$ cat src/rtl/clk_strobe_gen.sv
// clk_strobe_gen: derives the 1 MHz and 1 Hz square waves from the 50 MHz CLK.
// It also issues single-cycle strobes aligned to their edges, so CLK-domain consumers
// can use them directly.
// Optional feature: define DIV_RELOAD_EN to make the fast divisor run-time loadable
// through DIV_IN / DIV_LOAD. With it undefined, the fast divisor is the constant FAST_DIV.
module clk_strobe_gen #(
  parameter int FAST_DIV = 50,
  parameter int SLOW_DIV = 1000000
) (
  input  logic       CLK,
  input  logic       RST_N,
  input  logic       EN,
  input  logic       SYNC,
`ifdef DIV_RELOAD_EN
  input  logic [7:0] DIV_IN,
  input  logic       DIV_LOAD,
`endif
  output logic       CLK_1MHz,
  output logic       CLK_1MHz_RE,
  output logic       CLK_1MHz_FE,
  output logic       CLK_1Hz,
  output logic       CLK_1Hz_TICK,
  output logic       RUNNING
);

`ifdef DIV_RELOAD_EN
  localparam int FW = 8;
`else
  localparam int FW = $clog2(FAST_DIV);
`endif
  localparam int SW    = $clog2(SLOW_DIV);
  localparam int SHALF = (SLOW_DIV + 1) / 2;

  typedef enum logic [1:0] {IDLE, RUN, DRAIN} state_t;

  state_t        state, state_next;
  logic [FW-1:0] fcnt, fcnt_next;
  logic [SW-1:0] scnt, scnt_next;
  logic          sync_pend, sync_next, sync_req;
  logic [FW:0]   fdiv_cur, fhalf_next;
  logic          fast_wrap, run_next;

  // The last cycle of a fast period exists only while the counters are running.
  assign fast_wrap = (state != IDLE) && ({1'b0, fcnt} == fdiv_cur - (FW+1)'(1));

  // A SYNC counts only in RUN with EN still high; a falling EN takes precedence.
  assign sync_req  = (state == RUN) && EN && SYNC;

`ifdef DIV_RELOAD_EN
  logic [7:0] div_reg, shadow, load_val, div_next;
  logic       shadow_valid;

  assign load_val   = (DIV_IN < 8'd2) ? 8'd2 : DIV_IN;
  assign fdiv_cur   = {1'b0, div_reg};
  assign fhalf_next = ({1'b0, div_next} + 9'd1) >> 1;

  // Pick the divisor for the next cycle: a pending load is applied only at a period boundary or in IDLE.
  always_comb begin
    div_next = div_reg;
    if ((state == IDLE) || fast_wrap) begin
      if (DIV_LOAD)
        div_next = load_val;
      else if (shadow_valid)
        div_next = shadow;
    end
  end

  // Hold the divisor and its shadow; a load that arrives mid-period waits in the shadow.
  always_ff @(posedge CLK or negedge RST_N) begin
    if (!RST_N) begin
      div_reg      <= 8'(FAST_DIV);
      shadow       <= 8'd0;
      shadow_valid <= 1'b0;
    end else begin
      div_reg <= div_next;
      if ((state == IDLE) || fast_wrap) begin
        shadow_valid <= 1'b0;
      end else if (DIV_LOAD) begin
        shadow       <= load_val;
        shadow_valid <= 1'b1;
      end
    end
  end
`else
  assign fdiv_cur   = (FW+1)'(FAST_DIV);
  assign fhalf_next = (FW+1)'((FAST_DIV + 1) / 2);
`endif

  // Next-state and counter logic. The outputs are registered from these next values,
  // so every level and every strobe changes in the same cycle.
  always_comb begin
    state_next = state;
    fcnt_next  = fcnt;
    scnt_next  = scnt;
    sync_next  = sync_pend;
    case (state)
      IDLE: begin
        fcnt_next = '0;
        scnt_next = '0;
        sync_next = 1'b0;
        if (EN)
          state_next = RUN;
      end
      RUN, DRAIN: begin
        if (fast_wrap) begin
          fcnt_next = '0;
          sync_next = 1'b0;
          if (sync_pend || sync_req)
            scnt_next = '0;
          else if (scnt == SW'(SLOW_DIV - 1))
            scnt_next = '0;
          else
            scnt_next = scnt + SW'(1);
        end else begin
          fcnt_next = fcnt + FW'(1);
          sync_next = sync_pend || sync_req;
        end
        if ((state == RUN) && !EN) begin
          state_next = DRAIN;
        end else if ((state == DRAIN) && EN) begin
          state_next = RUN;
        end else if ((state == DRAIN) && fast_wrap) begin
          state_next = IDLE;
          fcnt_next  = '0;
          scnt_next  = '0;
          sync_next  = 1'b0;
        end
      end
      default: begin
        state_next = IDLE;
        fcnt_next  = '0;
        scnt_next  = '0;
        sync_next  = 1'b0;
      end
    endcase
  end

  assign run_next = (state_next != IDLE);

  // State, counters and registered outputs. Every output is zero whenever the next state is IDLE.
  always_ff @(posedge CLK or negedge RST_N) begin
    if (!RST_N) begin
      state        <= IDLE;
      fcnt         <= '0;
      scnt         <= '0;
      sync_pend    <= 1'b0;
      CLK_1MHz     <= 1'b0;
      CLK_1MHz_RE  <= 1'b0;
      CLK_1MHz_FE  <= 1'b0;
      CLK_1Hz      <= 1'b0;
      CLK_1Hz_TICK <= 1'b0;
      RUNNING      <= 1'b0;
    end else begin
      state        <= state_next;
      fcnt         <= fcnt_next;
      scnt         <= scnt_next;
      sync_pend    <= sync_next;
      CLK_1MHz     <= run_next && ({1'b0, fcnt_next} < fhalf_next);
      CLK_1MHz_RE  <= run_next && (fcnt_next == '0);
      CLK_1MHz_FE  <= run_next && ({1'b0, fcnt_next} == fhalf_next);
      CLK_1Hz      <= run_next && ({1'b0, scnt_next} < (SW+1)'(SHALF));
      CLK_1Hz_TICK <= run_next && (fcnt_next == '0) && (scnt_next == '0);
      RUNNING      <= run_next;
    end
  end

endmodule

$ cat config.mk
export PLATFORM = sky130hd
export DESIGN_NAME = clk_strobe_gen
export DESIGN_NICKNAME = d
export VERILOG_FILES = /design/src/rtl/clk_strobe_gen.sv
export SDC_FILE = /design/constraint.sdc
export NUM_CORES = 1
export LEC_CHECK = 0
export ABC_AREA = 0
export BUFFER_PORTS_ARGS = -buffer_cell sky130_fd_sc_hd__buf_4
export CAP_MARGIN = 40
export CORE_AREA = 3 3 100 102
export CTS_CLUSTER_DIAMETER = 40
export CTS_CLUSTER_SIZE = 30
export DETAILED_ROUTE_END_ITERATION = 6
export DIE_AREA = 0 0 103 105
export GPL_TIMING_DRIVEN = 0
export PLACE_DENSITY = 0.43
export SYNTH_ARGS = -nofsm -noshare
export SYNTH_HDL_FRONTEND = slang
export SYNTH_SLANG_ARGS = --single-unit
$ cat constraint.sdc
create_clock -name CLK -period 7.5 [get_ports CLK]
set_input_delay 1.875 -clock CLK [delete_from_list [all_inputs] [get_ports CLK]]
set_output_delay 1.875 -clock CLK [all_outputs]
set_load 0.02 [all_outputs]
# Word level (Yosys, flattened, before mapping)

Cells that the tools add are included.

Register bits: 35
Latch bits: 0
RAM bits: 0
Bits in read-only memories: 0
Output and inout bits: 6
Memories: 0

Add/sub/neg operators: 2
Multiply operators: 0
Divide/modulo/power cells: 0
$lt $le $gt $ge: 2
Eq/ne operators: 5
Shift-type cells: 0
Muxes and demuxes: 22
Bitwise logic cells: 0
Reductions and logical operators: 19

Operators by type and width:

| operator              | number |
|---|---|
| $mux 20               | 7 |
| $mux 6                | 5 |
| $add 20x1->20 const B | 1 |
| $eq 20x20->1 const B  | 1 |
| $logic_not 20->1      | 1 |
| $lt 20x19->1 const B  | 1 |
| $logic_and 1x1->1     | 11 |
| $mux 2                | 4 |
| $add 6x1->6 const B   | 1 |
| $eq 6x5->1 const B    | 1 |
| $eq 6x6->1 const B    | 1 |
| $logic_not 6->1       | 1 |
| $lt 6x5->1 const B    | 1 |
| $mux 1                | 5 |
| $pmux 2 s2            | 1 |
| $reduce_bool 2->1     | 2 |
| $eq 2x1->1 const B    | 1 |
| $eq 2x2->1 const B    | 1 |
| $logic_not 2->1       | 1 |
| $reduce_or 2->1       | 1 |
| $logic_not 1->1       | 1 |
| $logic_or 1x1->1      | 1 |

# Depth between registers and ports, before layout

Depth after elaboration: 12
Mapped depth: 10
Gate-level depth less buffers: 9

# Least setup slack after synthesis

No wires, ideal clock.

Kind: input-to-reg
From: input SYNC
To: register CLK_1Hz
Setup time: 0.138 ns
Arrival time: 3.071 ns
Setup slack: 4.291 ns
Stages on the path: 7
Buffers on the path: 0
Path through: and3_1 nor3_1 o21ai_0 a21o_1 a311oi_1 o2111ai_1 nor4bb_1

Word-level cells in the longest chain between the ends: 10

RTL lines:

| what                   | line | text |
|---|---|---|
| start: declaration     | 13   | `input logic SYNC,` |
| $logic_and 1x1->1 (*)  | 47   | `assign sync_req = (state == RUN) && EN && SYNC;` |
| $logic_or 1x1->1 (*)   | 108  | `if (sync_pend \|\| sync_req)` |
| $mux 20 (*)            | 108  |  |
| $mux 20 (*)            | 105  | `if (fast_wrap) begin` |
| $mux 20                | 122  | `end else if ((state == DRAIN) && fast_wrap) begin` |
| $mux 20                | 120  | `end else if ((state == DRAIN) && EN) begin` |
| $mux 20 (*)            | 118  | `if ((state == RUN) && !EN) begin` |
| $mux 20 (*)            | 96   | `case (state)` |
| $lt 20x19->1 (*)       | 161  | `CLK_1Hz <= run_next && ({1'b0, scnt_next} < (SW+1)'(SHALF));` |
| $logic_and 1x1->1 (*)  | 161  |  |
| end signal: assignment | 161  |  |
| end: declaration       | 21   | `output logic CLK_1Hz,` |

Every way passes the cells marked *; elsewhere a longest branch is shown, timed or not.

# Worst setup path after layout

From: input EN
To: register CLK_1Hz_TICK

Elaborated cells between the ends (all ways): 24
Those cells by class: mux: 13; reduce/logical: 11

RTL lines:

| what                                                        | line     | text |
|---|---|---|
| start: declaration                                          | 12       | `input logic EN,` |
| $logic_and 1x1->1 / $logic_not 1->1 (equally long branches) | 120, 118 |  |
| $mux 2 / $logic_and 1x1->1 (equally long branches)          | 120, 118 |  |
| $mux 2                                                      | 118      |  |
| $pmux 2 s2 (*)                                              | 96       |  |
| $reduce_bool 2->1 (*)                                       | 138      | `assign run_next = (state_next != IDLE);` |
| net run_next                                                | 41       | `logic fast_wrap, run_next;` |
| $logic_and 1x1->1 (*) (2 in series)                         | 162      | `CLK_1Hz_TICK <= run_next && (fcnt_next == '0) && (scnt_next == '0);` |
| end signal: assignment                                      | 162      |  |
| end: declaration                                            | 22       | `output logic CLK_1Hz_TICK,` |

Mark *: on every way through the listed nets, which the timed path passes. The rest lies on a longest branch.

==> results <==
- The total iterations of the first detailed-routing run is 4.
- The number of nets in the layout is 277.
- Counting flops and latches in the post-synthesis netlist gives 35.
- The launching point of the worst reg2reg path is state[0]$_DFF_PN0_.
- The analysis attributes to cell leakage a power of 0.00106 uW.
- The number of setup buffers added after CTS is 0.
- Counting flops with a built-in enable in the synthesized netlist gives 0.
- The total grt overflow is 0.
- The worst-case vdd ir drop is about 0.13 mV.
- The sequential element share of the synthesized area is between 30% and 40%.
- The synthesized instance count is 250.
- The total power divided by cell area is 241 mW/mm^2.
- Pin placement for this block handled 10 I/O pins.
- The number of violations of the max-capacitance limit is 0.
- The total core area is 0.00920 sq mm.
- The delay of the slowest cell on the worst path is between 0.4 and 0.5 ns.
- Yosys printed 0 warnings.
- The actual slew at the worst max-slew pin is 0.497 ns.
- Summed over all layers, the routed wires come to slightly below 6000 um.
- Row generation in the floorplan step produced 35 rows.
- The worst setup slack for register-to-register paths is 4.76 ns.
- TritonCTS built the clock tree.
- The area of the die is 0.0108 sq mm.
- The worst path uses between 40 and 50% of the clock period.
- The number of hold buffers added after CTS is 0.
- The total met2 wirelength after detailed routing is 2760 um.
- The top routing layer in use is met4.
- After detailed routing, the number of remaining DRC violations is 0.
- The run finished with clean final reports.
- The root buffer cell chosen for the clock tree is sky130_fd_sc_hd__clkbuf_8.
- For the worst setup path, the data arrival time is approximately 3.7 ns.
- Setup total negative slack on the finished layout was measured at 0 ns.
- STA classifies the critical path endpoint as a flip-flop.
- In the post-synthesis netlist, the biggest area contributors are sky130_fd_sc_hd__dfrtp_1 38%, sky130_fd_sc_hd__nor2_1 6.2%, sky130_fd_sc_hd__xnor2_1 6.1%.
- The worst-skew pair later-pin latency is 0.29 ns.
- The via-per-instance ratio is ~5.1.
- The number of sinks handled by clock tree synthesis is 35.
- The start point of the worst min-delay path is fcnt[0]$_DFF_PN0_.
- In the final routing, the length of wire on met1 measures 2890 um.
- After synthesis, the share of flip-flops with an asynchronous set or reset is 100%.
- Entering global routing, the biggest net connects 36 pins.
- The path with the worst hold slack has its endpoint at fcnt[0]$_DFF_PN0_.
- After layout, the minimum clock period comes to 3.53 ns.
- The library cell contributing the largest single delay on the critical path is sky130_fd_sc_hd__a21oi_1.
- Setup violations remaining at the end of the flow were counted as 0.
- The library cell with the highest instance count after synthesis is sky130_fd_sc_hd__nor2_1.
- The critical path start-end classification is primary input to flip-flop.
- 0 antenna diodes ended up in the layout.
- Across every metal layer, demand over resource in global routing totals 11.9%.
- The chip height is approximately 110 um.
- The worst setup path is launched from a primary input.
- The required time of the critical path is roughly 7.7 ns.
- The number of global-route vias before repair is roughly 2000.
- Buffers inserted during clock tree synthesis total 5.
- Detailed placement ended at an HPWL of ~4300 um.
- The worst pin sits at a relative slew slack of 66.9%.
- The congestion estimate from routability-driven global placement came to 0.850.
- The number of antenna violations at the first check in global routing is 0.
- The fraction of layout instances using a drive strength above 1 is about an eighth.
- The wire length of the first global-routing pass is 10200 um.
- The netlist area before placement is 0.00230 sq mm.
- The post-CTS clock slew at the launch and capture registers of the worst setup and hold paths is about 0.080 ns.
- Timing would allow up to approximately 0.28 GHz.
- The number of max-slew violations in the final report was 0.
- By count the netlist is led by 38 x sky130_fd_sc_hd__nor2_1, 35 x sky130_fd_sc_hd__dfrtp_1, 22 x sky130_fd_sc_hd__nand3_1.
- Of the post-synthesis cell area, the dominant cell type holds 38.0%.
- Once the clock tree was built, the resizer swapped 0 gates to a different size.
- Setup repair after global routing left no endpoint under its margin.
- The final route contains 1917 vias.
- The DRC violation total after the first TritonRoute iteration is just under 70.
- Power comes to roughly 630 uW.
- The cell type with the highest aggregate area in the netlist is sky130_fd_sc_hd__dfrtp_1.
- The final count of hold timing violations is 0.
- For the worst flop-to-flop path, the logic depth is 9.
- The detailed-route wire length per cell is between 15 and 20 um.
- The port buffer count is 9.
- The floorplan step set the die width to 103 um.
- The count of cell types in the netlist is slightly below 60.
- The peak fanout along the critical path is 7.
- The cell depth of the worst min-delay path is 1.
- Traced cell by cell, the critical path runs through buf_4, nand2b_1, a21boi_0, a211oi_1, a21oi_1, nor2b_1, nand3_1, a2111oi_2.
- Once detail routing completed, the nets flagged for antenna violations numbered 0.
- The most used flip-flop cell after synthesis is sky130_fd_sc_hd__dfrtp_1.
- In the detailed route, the total length drawn on met3 is ~210 um.
- The CTS H-tree depth is 2.
- The kind of path behind the tightest hold check is flip-flop to flip-flop.
- The synthesized netlist net count is 261.
- The initial standard-cell utilization of the core is about a quarter.
- The maximum root-to-sink buffer count is 2.
- The layout overhead on the synthesized area is 12.8%.
- The worst register-to-register path ends at CLK_1Hz$_DFF_PN0_.
- On the final layout, the worst clock skew is about 0.007 ns.
- The mean post-synth cell area is slightly above 9 sq um.
state kept, by name, indices dropped and copies added, names as in the netlist:
signal,flops
CLK_1MHz_FE,1
CLK_1MHz_RE,1
RUNNING,1
CLK_1Hz,1
fcnt,6
CLK_1Hz_TICK,1
sync_pend,1
scnt,20
CLK_1MHz,1
state,2
metal layers:
layer / up-vias / GRT usage (%)
met4: 0 / 2.87
met5: - / 0
met1: 942 / 16.8
met3: 6 / 2.40
li1: 936 / -
met2: 33 / 18.6
critical path, delay by kind of cell:
kind	cells	cell delay, ns
buf+inv	1	0.14
simple gates	3	0.69
compound gates	4	1.01
cell type report:
cell class / count / area (sq um)
multi-input cells: 195 / 1330
repair buffers: 9 / 67.6
clock buffers: 6 / 82.6
plain buffers: 12 / 65.1
fillers: 1011 / 6600
clock inverters: 1 / 5.00
flip-flops and latches: 35 / 876
inverters: 8 / 30.0
well taps: 111 / 139
how the worst max path moves through the flow:
stage | start | to | slack [ns] | depth (start not counted)
4_1_cts | EN | CLK_1Hz_TICK$_DFF_PN0_ | 3.95 | 8
6_report | EN | CLK_1Hz_TICK$_DFF_PN0_ | 3.97 | 8
2_1_floorplan | SYNC | CLK_1Hz$_DFF_PN0_ | 4.29 | 7
3_3_place_gp | EN | CLK_1Hz_TICK$_DFF_PN0_ | 3.70 | 8
5_1_grt | EN | CLK_1Hz_TICK$_DFF_PN0_ | 3.83 | 8
3_5_place_dp | EN | CLK_1Hz_TICK$_DFF_PN0_ | 3.66 | 8
cells in the final DEF, fill, tap and decap left out, drive strengths merged, types with 4 or more instances in the layout:
cell type / Yosys / final
nand4: 5 / 5
xnor2: 16 / 16
a21oi: 4 / 4
nand3: 22 / 22
o21ai: 5 / 5
ha: 7 / 7
nand2: 11 / 11
nor4: 5 / 5
inv: 7 / 7
and3: 5 / 5
clkbuf: 3 / 9
nor2: 38 / 38
buf: 9 / 18
nor3: 6 / 6
dfrtp: 35 / 35
and2: 6 / 6
xor2: 8 / 8
cell families after synthesis:
kind of cell | Yosys count | synth area share [%]
buffers and inverters | 20 | 4.13
AO/OA/AOI/OAI | 36 | 11.8
adder cells (fa/ha/maj) | 7 | 3.80
XOR/XNOR | 24 | 9.13
AND/OR/NAND/NOR | 128 | 33.1
flip-flops | 35 | 38.0
power breakdown:
group          switching, uW  internal [uW]  leakage (uW)
Sequential              17.6            216      0.000474
Clock                   71.1           72.2     0.0000470
Combinational            160           88.5      0.000538
stage by stage:
step                utilization, %  std cells  area (sq um)  setup slack (ns)  hold WS [ns]
floorplan                        -        250          2300              4.29         0.495
global placement              27.3        370          2510              3.70         0.539
detailed placement            27.3        370          2510              3.66         0.545
CTS                           28.2        377          2600              3.95         0.556
global route                  28.2        377          2600              3.83         0.583
finish                        28.2        377          2600              3.97         0.556
Power figures use the tool's default switching activity.
